<file path="src/rtl/sdcard_spi_ctrl.sv">
// SD card SPI master (mode 0, MSB first) behind an 8-bit CPU register window.
// Optional CRC7 trailer generator is enabled by defining SDCARD_SPI_CRC7_EN.
`timescale 1ns/1ps
module sdcard_spi_ctrl #(
  parameter logic [7:0] DIV_RESET = 8'd124
) (
  input  logic       clk,
  input  logic       nrst,
  output logic [7:0] data_out,
  input  logic [7:0] data_in,
  input  logic [5:0] addr,
  input  logic       cs,
  input  logic       oe,
  input  logic       we,
  output logic       sdcard_sck,
  output logic       sdcard_mosi,
  input  logic       sdcard_miso,
  output logic       sdcard_cs_n
);

  localparam logic [5:0] AddrSpdr = 6'h10;
  localparam logic [5:0] AddrSpsr = 6'h11;
  localparam logic [5:0] AddrSpcr = 6'h12;
  localparam logic [5:0] AddrSpbr = 6'h13;
  localparam logic [5:0] AddrCrc  = 6'h14;

  typedef enum logic [1:0] {StIdle, StLow, StHigh} state_e;

  state_e     state_q, state_d;
  logic [7:0] div_cnt_q, div_cnt_d;
  logic [2:0] bit_cnt_q, bit_cnt_d;
  logic [7:0] shift_q, shift_d;
  logic [7:0] rx_q, rx_d;
  logic [7:0] spbr_q, spbr_d;
  logic       spif_q, spif_d;
  logic       wcol_q, wcol_d;
  logic       cs_n_q, cs_n_d;
  logic       mosi_q, mosi_d;
`ifdef SDCARD_SPI_CRC7_EN
  logic [6:0] crc_q, crc_d;
`endif

  logic busy, wr, rd, spdr_wr, spdr_rd, start, bit_done, last_bit;

  // Bus decode and transfer sequencing.
  always_comb begin
    busy      = (state_q != StIdle);
    wr        = cs && we;
    rd        = cs && oe;
    spdr_wr   = wr && (addr == AddrSpdr);
    spdr_rd   = rd && (addr == AddrSpdr);
    start     = spdr_wr && !busy;
    bit_done  = 1'b0;
    last_bit  = 1'b0;
    state_d   = state_q;
    div_cnt_d = div_cnt_q;
    bit_cnt_d = bit_cnt_q;
    shift_d   = shift_q;
    rx_d      = rx_q;
    mosi_d    = mosi_q;
    spbr_d    = spbr_q;
    cs_n_d    = cs_n_q;
    spif_d    = spif_q;
    wcol_d    = wcol_q;

    unique case (state_q)
      StIdle: begin
        if (start) begin
          state_d   = StLow;
          shift_d   = data_in;
          mosi_d    = data_in[7];
          div_cnt_d = spbr_q;
          bit_cnt_d = 3'd0;
        end
      end
      StLow: begin
        if (div_cnt_q == 8'd0) begin
          state_d   = StHigh;
          div_cnt_d = spbr_q;
        end else begin
          div_cnt_d = div_cnt_q - 8'd1;
        end
      end
      StHigh: begin
        if (div_cnt_q == 8'd0) begin
          // End of high phase: sample MISO here.
          bit_done  = 1'b1;
          shift_d   = {shift_q[6:0], sdcard_miso};
          bit_cnt_d = bit_cnt_q + 3'd1;
          div_cnt_d = spbr_q;
          if (bit_cnt_q == 3'd7) begin
            last_bit = 1'b1;
            rx_d     = {shift_q[6:0], sdcard_miso};
            state_d  = StIdle;
            mosi_d   = 1'b1;
          end else begin
            state_d = StLow;
            mosi_d  = shift_q[6];
          end
        end else begin
          div_cnt_d = div_cnt_q - 8'd1;
        end
      end
      default: state_d = StIdle;
    endcase

    // Flag updates: clears first so that a same-cycle set wins.
    if (spdr_rd || start) begin
      spif_d = 1'b0;
      wcol_d = 1'b0;
    end
    if (spdr_wr && busy) wcol_d = 1'b1;
    if (last_bit)        spif_d = 1'b1;

    if (wr && (addr == AddrSpcr)) cs_n_d = data_in[0];
    if (wr && (addr == AddrSpbr)) spbr_d = data_in;
  end

`ifdef SDCARD_SPI_CRC7_EN
  // CRC7 (x^7+x^3+1) over transmitted bits; a CPU write clears it and wins.
  always_comb begin
    crc_d = crc_q;
    if (bit_done) begin
      crc_d = {crc_q[5:0], 1'b0} ^ ({7{crc_q[6] ^ shift_q[7]}} & 7'h09);
    end
    if (wr && (addr == AddrCrc)) crc_d = 7'd0;
  end
`endif

  // State registers with synchronous active-low reset.
  always_ff @(posedge clk) begin
    if (!nrst) begin
      state_q   <= StIdle;
      div_cnt_q <= 8'd0;
      bit_cnt_q <= 3'd0;
      shift_q   <= 8'd0;
      rx_q      <= 8'd0;
      spbr_q    <= DIV_RESET;
      spif_q    <= 1'b0;
      wcol_q    <= 1'b0;
      cs_n_q    <= 1'b1;
      mosi_q    <= 1'b1;
`ifdef SDCARD_SPI_CRC7_EN
      crc_q     <= 7'd0;
`endif
    end else begin
      state_q   <= state_d;
      div_cnt_q <= div_cnt_d;
      bit_cnt_q <= bit_cnt_d;
      shift_q   <= shift_d;
      rx_q      <= rx_d;
      spbr_q    <= spbr_d;
      spif_q    <= spif_d;
      wcol_q    <= wcol_d;
      cs_n_q    <= cs_n_d;
      mosi_q    <= mosi_d;
`ifdef SDCARD_SPI_CRC7_EN
      crc_q     <= crc_d;
`endif
    end
  end

  // Combinational read mux, forced to zero unless a mapped register is read.
  always_comb begin
    data_out = 8'h00;
    if (nrst && cs && oe) begin
      case (addr)
        AddrSpdr: data_out = rx_q;
        AddrSpsr: data_out = {spif_q, wcol_q, 5'b0, busy};
        AddrSpcr: data_out = {7'b0, cs_n_q};
        AddrSpbr: data_out = spbr_q;
`ifdef SDCARD_SPI_CRC7_EN
        AddrCrc:  data_out = {crc_q, 1'b1};
`endif
        default:  data_out = 8'h00;
      endcase
    end
  end

  assign sdcard_sck  = (state_q == StHigh);
  assign sdcard_mosi = mosi_q;
  assign sdcard_cs_n = cs_n_q;

endmodule

</file>
<file path="config.mk">
export PLATFORM = sky130hd
export DESIGN_NAME = sdcard_spi_ctrl
export DESIGN_NICKNAME = d
export VERILOG_FILES = /design/src/rtl/sdcard_spi_ctrl.sv
export SDC_FILE = /design/constraint.sdc
export NUM_CORES = 1
export LEC_CHECK = 0
export CAP_MARGIN = 15
export CORE_AREA = 8 8 54 101
export DETAILED_ROUTE_END_ITERATION = 16
export DIE_AREA = 0 0 62 109
export HOLD_SLACK_MARGIN = 0.15
export PLACE_DENSITY = 0.85
export SLEW_MARGIN = 15
export SYNTH_ARGS = -nofsm -noshare
export SYNTH_HDL_FRONTEND = slang
export SYNTH_SLANG_ARGS = --single-unit
</file>
<file path="constraint.sdc">
create_clock -name clk -period 2.84 [get_ports clk]
set_input_delay 0.568 -clock clk [delete_from_list [all_inputs] [get_ports clk]]
set_output_delay 0.568 -clock clk [all_outputs]
set_load 0.02 [all_outputs]
</file>
# After elaboration in Yosys (flattened, before gate mapping)
# Cells that the tools add are included.
[word_totals] register_bits=40 inputBits=20 wordCells=72
[op_classes] add_sub_neg=2 eq_ne=10 muxes=26 n_reduce_logical=24
[ops] cell="8-bit case mux with 4 select lines" count=1
[ops] cell="6-bit by 5-bit equality test with 1-bit output, second input constant" count=4
[ops] cell="8-bit two-way mux" count=3
[ops] cell="8-bit case mux with 2 select lines" count=1
[ops] cell="7-bit two-way mux" count=2
[ops] cell="7-bit case mux with 2 select lines" count=1
[ops] cell="1-bit logical AND" count=10
[ops] cell="1-bit two-way mux" count=10
[ops] cell="2-bit nonzero test" count=5
[ops] cell="3-bit AND reduction" count=3
[ops] cell="8-bit zero test" count=1
[ops] cell="8-bit by 1-bit subtractor with 8-bit output, second input constant" count=1
[ops] cell="2-bit two-way mux" count=3
[ops] cell="3-bit two-way mux" count=2
[ops] cell="2-bit case mux with 3 select lines" count=1
[ops] cell="3-bit case mux with 2 select lines" count=1
[ops] cell="2-bit != test, second input constant" count=2
[ops] cell="3-bit by 1-bit adder with 3-bit output, second input constant" count=1
[ops] cell="3-bit equality test, second input constant" count=1
[ops] cell="2-bit by 1-bit equality test with 1-bit output, second input constant" count=1
[ops] cell="2-bit equality test, second input constant" count=1
[ops] cell="2-bit zero test" count=1
[ops] cell="2-bit by 1-bit != test with 1-bit output, second input constant" count=1
[ops] cell="1-bit case mux with 2 select lines" count=1
[ops] cell="other kinds (4)" count=4

# Depth between registers and ports, before layout
[depth] depth_word=6 ltp_mapped=8

# Worst setup path after synthesis
# Ideal clock, no wire load.
[synth_timing] kind="input-to-output" start="input port addr[3]" end="output port data_out[0]" arrival_ps=1661 t_required_ps=2272 slack_ps=611 stages=3 n_path_buf=0 cell_sequence="nor4b_4 nand4_1 nor2b_1"
[synth_via] elab_chain_len=3 elab_cells_between_ends=6
[synth_lines] item="start, declared" line="11" source="input logic [5:0] addr,"
[synth_lines] item="6-bit by 5-bit equality test with 1-bit output" line="167" source="case (addr)"
[synth_lines] item="8-bit case mux with 4 select lines *" line="167"
[synth_lines] item="8-bit two-way mux *" line="166" source="if (nrst && cs && oe) begin"
[synth_lines] item="end, declared" line="9" source="output logic [7:0] data_out,"
# Every way passes the cells marked *; elsewhere a longest branch is shown, timed or not.

# Worst setup path after layout
[layout_timing] start="input port addr[0]" end="output port data_out[0]"
# Same word-level chain as after synthesis.

==> results_dict.tcl <==
set metrics [dict create \
    die_w_um 62 \
    start_util_pct 53.7 \
    p_leak_nw 1.07 \
    critPathKind "in -> out" \
    clk_pin_slew_ns 0.08 \
    required_ns 2.27 \
    end_kind "output pin" \
    yosysMostFrequentCell "dfxtp_1" \
    track_usage_pct 19.9 \
    routed_wirelength_mm 6.35 \
    synth-edff-count 0 \
    synthesis.area_um2 2260 \
    startpoint_type "input port" \
    slew_viol_final 0 \
    routedWlPerCell_um 18.6 \
    setup_viol 0 \
    place_congestion 0.918 \
    ctsHoldBuffers 0 \
    firstDrtPassIters 5 \
    cts.sinks 40 \
    worst_hold_path_type "reg -> reg" \
    syn_nets 283 \
    post-route-period-util_pct 94.9 \
    syn_inst 254 \
    p_clk_share_pct 26.7 \
    grt_pass1_vias 2104 \
    synth_commonest_cells "dfxtp_1 (40), mux2i_1 (27), nor2_1 (27), a21oi_1 (20), nand2_1 (15)" \
    root_buffer "clkbuf_8" \
    max_cap_violations 0 \
    port-buffer-count 30 \
    final-hold-violation-count 0 \
    grt_pass1_wl_mm 10.1 \
    crit_fanout 5 \
    swShare_pct 36.5 \
    vias 2126 \
    place_area_um2 2640 \
    via_per_inst 6.23 \
    synthTopCellsByArea "dfxtp_1 (35%), mux2i_1 (12%), ha_1 (5.0%)" \
    hold_slack_ns 0.486 \
    cts_resized 8 \
    final_antenna_net_count 0 \
    yosysSeqAreaShare_pct 35.4 \
    setup_slack_ns 0.146 \
    p_seq_share_pct 37.6 \
    netSwitchingPower_uw 677 \
    power_frac_comb_pct 35.7 \
    row_count 34 \
    synth_area_per_cell_um2 8.90 \
    synth_cell_types 56 \
    drt-initial-drc-count 103 \
    slew_headroom_pct 51.5 \
    post_cts_buffers 0 \
    internal_power_mw 1.18 \
    ys_warn_count 0 \
    place_hpwl_mm 4.63 \
    utilization_pct 65.2 \
    synthToLayoutAreaGrowth_pct 21.6 \
    cts_tree "done" \
    tightestPinTransition_ns 0.726 \
    antenna_found_initial 0 \
    grt_max_degree 20 \
    status "finished clean" \
    drive_above_1_share_pct 12.2 \
    io_pins 31 \
    netlist.area_leader.share_pct 35.4 \
    drc 0 \
    max_freq_ghz 0.371 \
    htreeDepth 2 \
    final_area_um2 2750 \
    ys_ff_latch 40 \
    synth_top_cell_by_area "dfxtp_1" \
    p_per_area_nw_per_um2 676 \
    cts_buffer_depth 2 \
    die-area_um2 6760 \
    period_needed_ns 2.69 \
    fin_nets 315 \
    finalClockSkew_ns 0.0114 \
    diodes 0 \
    cp.arrival_ns 2.13 \
    cts_buffers 5 \
    ir_drop_mv 0.584 \
    die_h_um 109 \
    clk_latency_ns 0.30 \
    rsz0062_at_grt "false" \
    synth-main-ff-cell "dfxtp_1" \
    async_flop_share_pct 0 \
    grt.overflow.total 0 \
    core_um2 4210 \
    place_ws_ns -0.117 \
]
==> layout make-up <==
cell class / instances / area [µm²]
flip-flops and latches: 40 / 801
repair buffers: 44 / 395
fillers: 345 / 1460
well taps: 54 / 67.6
clock buffers: 6 / 82.6
clock inverters: 2 / 38.8
multi-input cells: 185 / 1330
inverters: 10 / 37.5
==> registers in the layout, summed over array words and instances, names as in the netlist <==
name         flops
wcol_q           1
spif_q           1
shift_q          7
sdcard_mosi      1
spbr_q           8
div_cnt_q        8
state_q          2
rx_q             8
sdcard_cs_n      1
bit_cnt_q        3
==> final timing paths <==
| check | startpoint | end | slack (ns) | cells past startpoint |
|---|---|---|---|---|
| hold / removal | wcol_q | wcol_q | 0.49 | 2 |
| setup / recovery | addr[0] | data_out[0] | 0.15 | 4 |
| hold reg to reg | wcol_q | wcol_q | 0.49 | 2 |
| setup reg to reg | div_cnt_q[0] | shift_q[2] | 0.57 | 6 |
==> per-stage QoR <==
stage	power, mW	instances	TNS (ns)
6_report	1.86	341	0
5_1_grt	1.95	341	0
4_1_cts	1.85	341	0
3_5_place_dp	1.36	333	-0.688
3_3_place_gp	1.34	333	-0.308
2_1_floorplan	1.20	254	0
==> worst max-delay path, stage by stage <==
cell             delay, ns
clkdlybuf4s50_1       0.58
mux4_2                0.52
nor2b_1               0.14
dlygate4sd2_1         0.31
==> per-layer routing <==
layer,global-route usage (%),vias up,wire (µm)
met3,4.61,13,395
met2,33.2,86,3290
met1,22.8,1020,2510
met4,8.87,0,154
li1,-,1007,-
met5,0,-,0
==> layout by cell type (no fill, tap or decap), drive strengths merged, types with 2 or more instances in the layout <==
cell type,instances
dfxtp,40
nor2,29
mux2i,27
clkdlybuf4s50,22
a21oi,20
nand2,16
buf,14
a211oi,12
o21ai,12
inv,10
ha,9
dlygate4sd2,8
a22oi,6
clkbuf,6
nand4,6
nor3,5
o32ai,4
nor2b,3
o311ai,3
and2,2
nand3,2
o211ai,2
a32oi,2
o21a,2
nor4,2
a21boi,2
a41oi,2
==> cell families (layout without fill, tap and decap cells) <==
logic type	count (synthesis)	in the layout	synth area share [%]
DFF	40	40	35.4
and+or+nand+nor	72	72	17.3
muxes	28	28	13.0
buffers and inverters	29	62	5.92
AOI/OAI and AO/OA	76	76	23.4
adders and majority gates	9	9	4.98
==> power by group through the flow <==
stage                     logic (mW)  registers, mW  clock network, mW
after floorplan                0.501          0.699                  0
after global placement         0.636          0.707                  0
after detailed placement       0.649          0.711                  0
after CTS                      0.652          0.698              0.502
after global routing           0.716          0.708              0.523
final                          0.663          0.699              0.496
Power figures use the tool's default switching activity.
